==> config.mk <==
export PLATFORM = sky130hd
export DESIGN_NAME = demux_memoria1x2_4bits
export DESIGN_NICKNAME = d
export VERILOG_FILES = /design/src/rtl/demux_memoria1x2_4bits.sv
export SDC_FILE = /design/constraint.sdc
export NUM_CORES = 1
export LEC_CHECK = 0
export CAP_MARGIN = 20
export CELL_PAD_IN_SITES_DETAIL_PLACEMENT = 1
export CELL_PAD_IN_SITES_GLOBAL_PLACEMENT = 1
export CORE_UTILIZATION = 35
export CTS_CLUSTER_SIZE = 8
export DETAILED_ROUTE_END_ITERATION = 12
export MAX_ROUTING_LAYER = met4
export PLACE_DENSITY_LB_ADDON = 0.1
export SYNTH_ARGS = -nofsm -noshare
export SYNTH_HDL_FRONTEND = slang
export SYNTH_SLANG_ARGS = --single-unit
==> constraint.sdc <==
create_clock -name clk -period 4.9 [get_ports clk]
set_clock_uncertainty 0.2 [all_clocks]
set_input_delay 0.98 -clock clk [delete_from_list [all_inputs] [get_ports clk]]
set_output_delay 0.98 -clock clk [all_outputs]
set_load 0.02 [all_outputs]
==> src/rtl/demux_memoria1x2_4bits.sv <==
// -----------------------------------------------------------------------------
// demux_memoria1x2_4bits
//   Receiving end of the valid-qualified 2x1 mux path. Each accepted input word
//   is steered to lane 0 or lane 1 by `selector` and buffered in that lane's
//   FIFO. The two lanes drain independently over valid/ready handshakes, and a
//   full lane back-pressures the input through `ready_input`.
//
// Ports
//   clk          in   rising-edge clock
//   reset        in   synchronous, active-high reset
//   selector     in   lane select for the current word (0 -> lane 0, 1 -> lane 1)
//   valid_input  in   data_in holds a valid word
//   data_in      in   WIDTH-bit input word
//   ready_input  out  selected lane can accept a word this cycle
//   data_out0/1  out  head-of-FIFO word for lane 0/1 (0 when the lane is empty)
//   valid_out0/1 out  lane 0/1 FIFO non-empty
//   ready_out0/1 in   lane 0/1 consumer takes the head word this cycle
//   count0/1     out  words accepted into lane 0/1 since reset (wrap-around)
// -----------------------------------------------------------------------------
module demux_memoria1x2_4bits #(
  parameter int WIDTH = 4,
  parameter int DEPTH = 2,
  parameter int CNT_W = 8
) (
  input  logic             clk,
  input  logic             reset,
  input  logic             selector,
  input  logic             valid_input,
  input  logic [WIDTH-1:0] data_in,
  output logic             ready_input,
  output logic [WIDTH-1:0] data_out0,
  output logic             valid_out0,
  input  logic             ready_out0,
  output logic [WIDTH-1:0] data_out1,
  output logic             valid_out1,
  input  logic             ready_out1,
  output logic [CNT_W-1:0] count0,
  output logic [CNT_W-1:0] count1
);

  localparam int PTR_W = (DEPTH > 1) ? $clog2(DEPTH) : 1;
  localparam int OCC_W = $clog2(DEPTH + 1);

  // Lane storage is pure data and carries no reset; emptiness is tracked by
  // the occupancy counters, and the output mux forces 0 on an empty lane.
  logic [WIDTH-1:0] mem_q    [2][DEPTH];
  logic [PTR_W-1:0] wr_ptr_q [2];
  logic [PTR_W-1:0] wr_ptr_d [2];
  logic [PTR_W-1:0] rd_ptr_q [2];
  logic [PTR_W-1:0] rd_ptr_d [2];
  logic [OCC_W-1:0] occ_q    [2];
  logic [OCC_W-1:0] occ_d    [2];
  logic [CNT_W-1:0] cnt_q    [2];
  logic [CNT_W-1:0] cnt_d    [2];

  logic [1:0] push;
  logic [1:0] pop;
  logic [1:0] ready_out;

  assign ready_out = {ready_out1, ready_out0};

  // Depends only on selector, reset and registered occupancy, so a lane that
  // is full but popping this cycle still refuses the push.
  assign ready_input = ~reset & (occ_q[selector] < OCC_W'(DEPTH));

  // ---- next-state: per-lane push/pop decode ----
  always_comb begin
    for (int n = 0; n < 2; n++) begin
      push[n]     = valid_input & ready_input & (int'(selector) == n);
      pop[n]      = (occ_q[n] != '0) & ready_out[n];
      // DEPTH is a power of two, so natural pointer overflow is the modulo wrap.
      wr_ptr_d[n] = push[n] ? wr_ptr_q[n] + PTR_W'(1) : wr_ptr_q[n];
      rd_ptr_d[n] = pop[n]  ? rd_ptr_q[n] + PTR_W'(1) : rd_ptr_q[n];
      cnt_d[n]    = push[n] ? cnt_q[n] + CNT_W'(1)    : cnt_q[n];
      if (push[n] && !pop[n]) begin
        occ_d[n] = occ_q[n] + OCC_W'(1);
      end else if (pop[n] && !push[n]) begin
        occ_d[n] = occ_q[n] - OCC_W'(1);
      end else begin
        occ_d[n] = occ_q[n];
      end
    end
  end

  // ---- registered state: control with reset, storage without ----
  always_ff @(posedge clk) begin
    if (reset) begin
      for (int n = 0; n < 2; n++) begin
        wr_ptr_q[n] <= '0;
        rd_ptr_q[n] <= '0;
        occ_q[n]    <= '0;
        cnt_q[n]    <= '0;
      end
    end else begin
      for (int n = 0; n < 2; n++) begin
        wr_ptr_q[n] <= wr_ptr_d[n];
        rd_ptr_q[n] <= rd_ptr_d[n];
        occ_q[n]    <= occ_d[n];
        cnt_q[n]    <= cnt_d[n];
      end
    end
  end

  // push is already forced low during reset through ready_input.
  always_ff @(posedge clk) begin
    for (int n = 0; n < 2; n++) begin
      if (push[n]) begin
        mem_q[n][wr_ptr_q[n]] <= data_in;
      end
    end
  end

  // ---- outputs from registered FIFO state ----
  assign valid_out0 = (occ_q[0] != '0);
  assign valid_out1 = (occ_q[1] != '0);
  assign data_out0  = valid_out0 ? mem_q[0][rd_ptr_q[0]] : '0;
  assign data_out1  = valid_out1 ? mem_q[1][rd_ptr_q[1]] : '0;
  assign count0     = cnt_q[0];
  assign count1     = cnt_q[1];

endmodule

==> summary.md <==
| Metric | Value |
|---|---|
| Status | completed |
| Initial core utilization | 36.5% |
| Highest metal used | met4 |
| Clock power share | 23.4% |
| Crit path launch type | input pin |
| Crit Path Max Fanout | 6 |
| Min-delay worst type | reg2reg |
| Clock Latency Late Sink | 290 ps |
| Worst EP required | 3720 ps |
| CTS Buf Count | 5 |
| Worst path slowest cell | clkdlybuf4s50_1 |
| Leak Pwr | 0.810 nW |
| DP Worst Slack | 1040 ps |
| Hold Fails Final Rpt | 0 |
| DR WL met2 | 1660 um |
| Most common cell in the netlist | nor2_1 |
| Crit path max-delay family | buffers and inverters |
| Synthesized area | 0.00172 mm^2 |
| # H-tree levels | 2 |
| Largest net degree at the start of global routing | 30 |
| Power Total | 971 uW |
| Final min period | 3870 ps |
| Period utilization | 79.0% |
| Die Footprint | 0.00521 mm^2 |
| Port Buffer Count | 36 |
| Worst stage delay on the critical path | 620 ps |
| Clk sinks | 40 |
| Commonest cells post-synth | nor2_1 (32), dfxtp_1 (24), edfxtp_1 (16), xor2_1 (16), mux2i_1 (11) |
| Setup violations, final | 0 |
| RePlAce Congestion | 0.694 |
| Largest area contributor in the netlist | dfxtp_1 |
| WL met1 | 1590 um |
| Post-synth EDFFs | 16 |
| CTS tree | built |
| Die W | 72.2 um |
| Vias/cell | 4.64 |
| Worst Path Buf+Inv | 2 |
| Top-area cell type share of the netlist area | 27.9% |
| Nets | 206 |
| Max-Cap Viols | 0 |
| Vias | 1,207 |
| Synth cell types | 31 |
| RSZ-0062 raised after global routing | false |
| Top-Level Pins | 37 |
| Placed Area | 0.00214 mm^2 |
| Reg area | 961 um^2 |
| TNS Setup | 0 ps |
| Worst Tran Pin Value | 524 ps |
| Max Slew Vio Count | 0 |
| CP Class | in2out |
| Arr. time, crit path | 2690 ps |
| GR Util All Layers | 15.6% |
| Internal | 647 uW |
| Synthesized flop and latch total | 40 |
| Synth warn | 0 |
| Detail Route Antenna Nets | 0 |
| Final worst setup slack | 1030 ps |
| Area Overhead vs Synth | 29.7% |
| GRT overflow | 0 |
| Crit path cell chain | clkdlybuf4s50_1 -> mux2_2 -> nor2_1 -> clkdlybuf4s50_1 |
| Setup Fix Bufs, Post-CTS | 0 |
| DRC | 0 |
| Peak VDD IR | 0.249 mV |
| Post-cts sizing count | 0 |
| Synthesized area per cell | 11.2 um^2 |
| Post-synth ARST share | 0% |
| Design area | 0.00224 mm^2 |
| Final WL | 3450 um |
| Sw frac | 33.4% |
| Initial antenna violation count | 0 |
| CTS clk-pin slew, worst paths | 70 ps |
| Logic pwr share | 33.2% |
| Cts hold-fix bufs | 0 |
| Share of layout cells above drive strength 1 | 6.74% |
| DR iter-0 viols | 18 |
| Antenna Cells | 0 |
| DR WL met3 | 147 um |
| First-pass GRT wire length | 5930 um |
| Post-synth top flop | dfxtp_1 |
| Max Fclk | 0.258 GHz |
| Number of fillers in the final layout | 516 |
| Root buf cell | clkbuf_8 |
| First-pass detailed-route iteration total | 3 |
| Core Region | 0.00472 mm^2 |
| Most frequent CP cell | clkdlybuf4s50_1 |
| Row Count | 25 |
| Sequential fraction of the synthesis area | 55.7% |
| Maximum clock insertion buffer count | 2 |
| PD cells | 434 mW/mm^2 |
| Slew Limit Headroom | 64.9% |
| Synth area leaders | dfxtp_1 (28%), edfxtp_1 (28%), xor2_1 (8.1%) |
| Vias in the first global route | 1,294 |
| Sequential power share | 43.4% |
| Die height | 72.2 um |
| Multi-input gate area | 718 um^2 |
| Crit path capture type | primary output |
| Switching power total | 325 uW |
| Avg WL per Cell | 13.3 um |
| Synthesized instance count | 154 |
| Net Count, Synth | 168 |
| Dpl hpwl | 2500 um |
cell type report:
type,instances,share of cell area [%]
sequential,40,43.0
multi-input combinational,105,32.1
timing repair buffer,37,16.5
clock buffer,7,3.86
tap,67,3.75
inverter,3,0.504
clock inverter,1,0.336
layer usage:
| metal | GRT usage, % | up-vias |
|---|---|---|
| met5 | - | - |
| met4 | 5.23 | 0 |
| li1 | - | 603 |
| met1 | 18.3 | 573 |
| met2 | 25.4 | 24 |
| met3 | 5.00 | 7 |
cell usage in the layout, fill, tap and decap left out:
cell type	count
edfxtp_1	16
a211oi_1	1
o21ai_0	5
mux2_2	1
nand4_1	4
clkbuf_8	6
nor2b_1	2
buf_4	1
nand3b_1	1
and4_1	1
and4bb_2	1
nor4b_4	1
nand2_1	4
and2_1	3
inv_1	3
nand2b_1	1
xnor2_1	4
and3b_1	1
clkinvlp_4	1
clkbuf_1	1
xor2_1	16
dfxtp_1	24
and4b_1	1
ha_1	4
mux2i_1	11
or3_1	3
a21oi_1	3
clkdlybuf4s50_1	36
and4b_2	1
nand3_1	2
nor2_1	32
and3_1	1
a31o_2	1
per-stage QoR:
step | hold slack (ps) | instances | utilization, %
4_1_cts | 314 | 260 | 47.3
3_3_place_gp | 275 | 252 | 45.4
5_1_grt | 376 | 260 | 47.3
3_5_place_dp | 303 | 252 | 45.4
6_report | 305 | 260 | 47.3
2_1_floorplan | 295 | 154 | -
final timing paths:
path	endpoint	start	cells past startpoint	slack, ps
setup reg to reg	occ_q[0][1]$_SDFFE_PP0P_	occ_q[0][1]$_SDFFE_PP0P_	4	2810
hold reg to reg	cnt_q[0][7]$_SDFFE_PP0P_	cnt_q[0][7]$_SDFFE_PP0P_	2	310
hold / removal	cnt_q[0][7]$_SDFFE_PP0P_	cnt_q[0][7]$_SDFFE_PP0P_	2	310
setup / recovery	ready_input	selector	4	1030
logic make-up (layout without fill, tap and decap cells):
group | after synthesis | after routing | synth area share, %
AOI/OAI and AO/OA | 10 | 10 | 3.27
adders and majority gates | 4 | 4 | 2.90
and+or+nand+nor | 59 | 59 | 18.3
buffers and inverters | 9 | 48 | 2.61
muxes | 12 | 12 | 7.04
xor gates and xnor gates | 20 | 20 | 10.2
DFF | 40 | 40 | 55.7
power by group through the flow:
stage / registers (mW) / logic (mW) / clock network (mW)
after floorplan: 0.410 / 0.210 / 0
after global placement: 0.426 / 0.314 / 0
after detailed placement: 0.430 / 0.324 / 0
after CTS: 0.423 / 0.326 / 0.236
after global routing: 0.427 / 0.355 / 0.250
final: 0.422 / 0.322 / 0.228
registers in the layout, summed over array words and instances (netlist names):
signal    flops
rd_ptr_q      2
mem_q        16
occ_q         4
wr_ptr_q      2
cnt_q        16
worst register-to-register path: stages (launching register included):
cell     delay (ps)
dfxtp_1         390
nor4b_4         560
ha_1            360
or3_1           350
a21oi_1         160
Note: power is estimated with default switching activity, not from simulation.
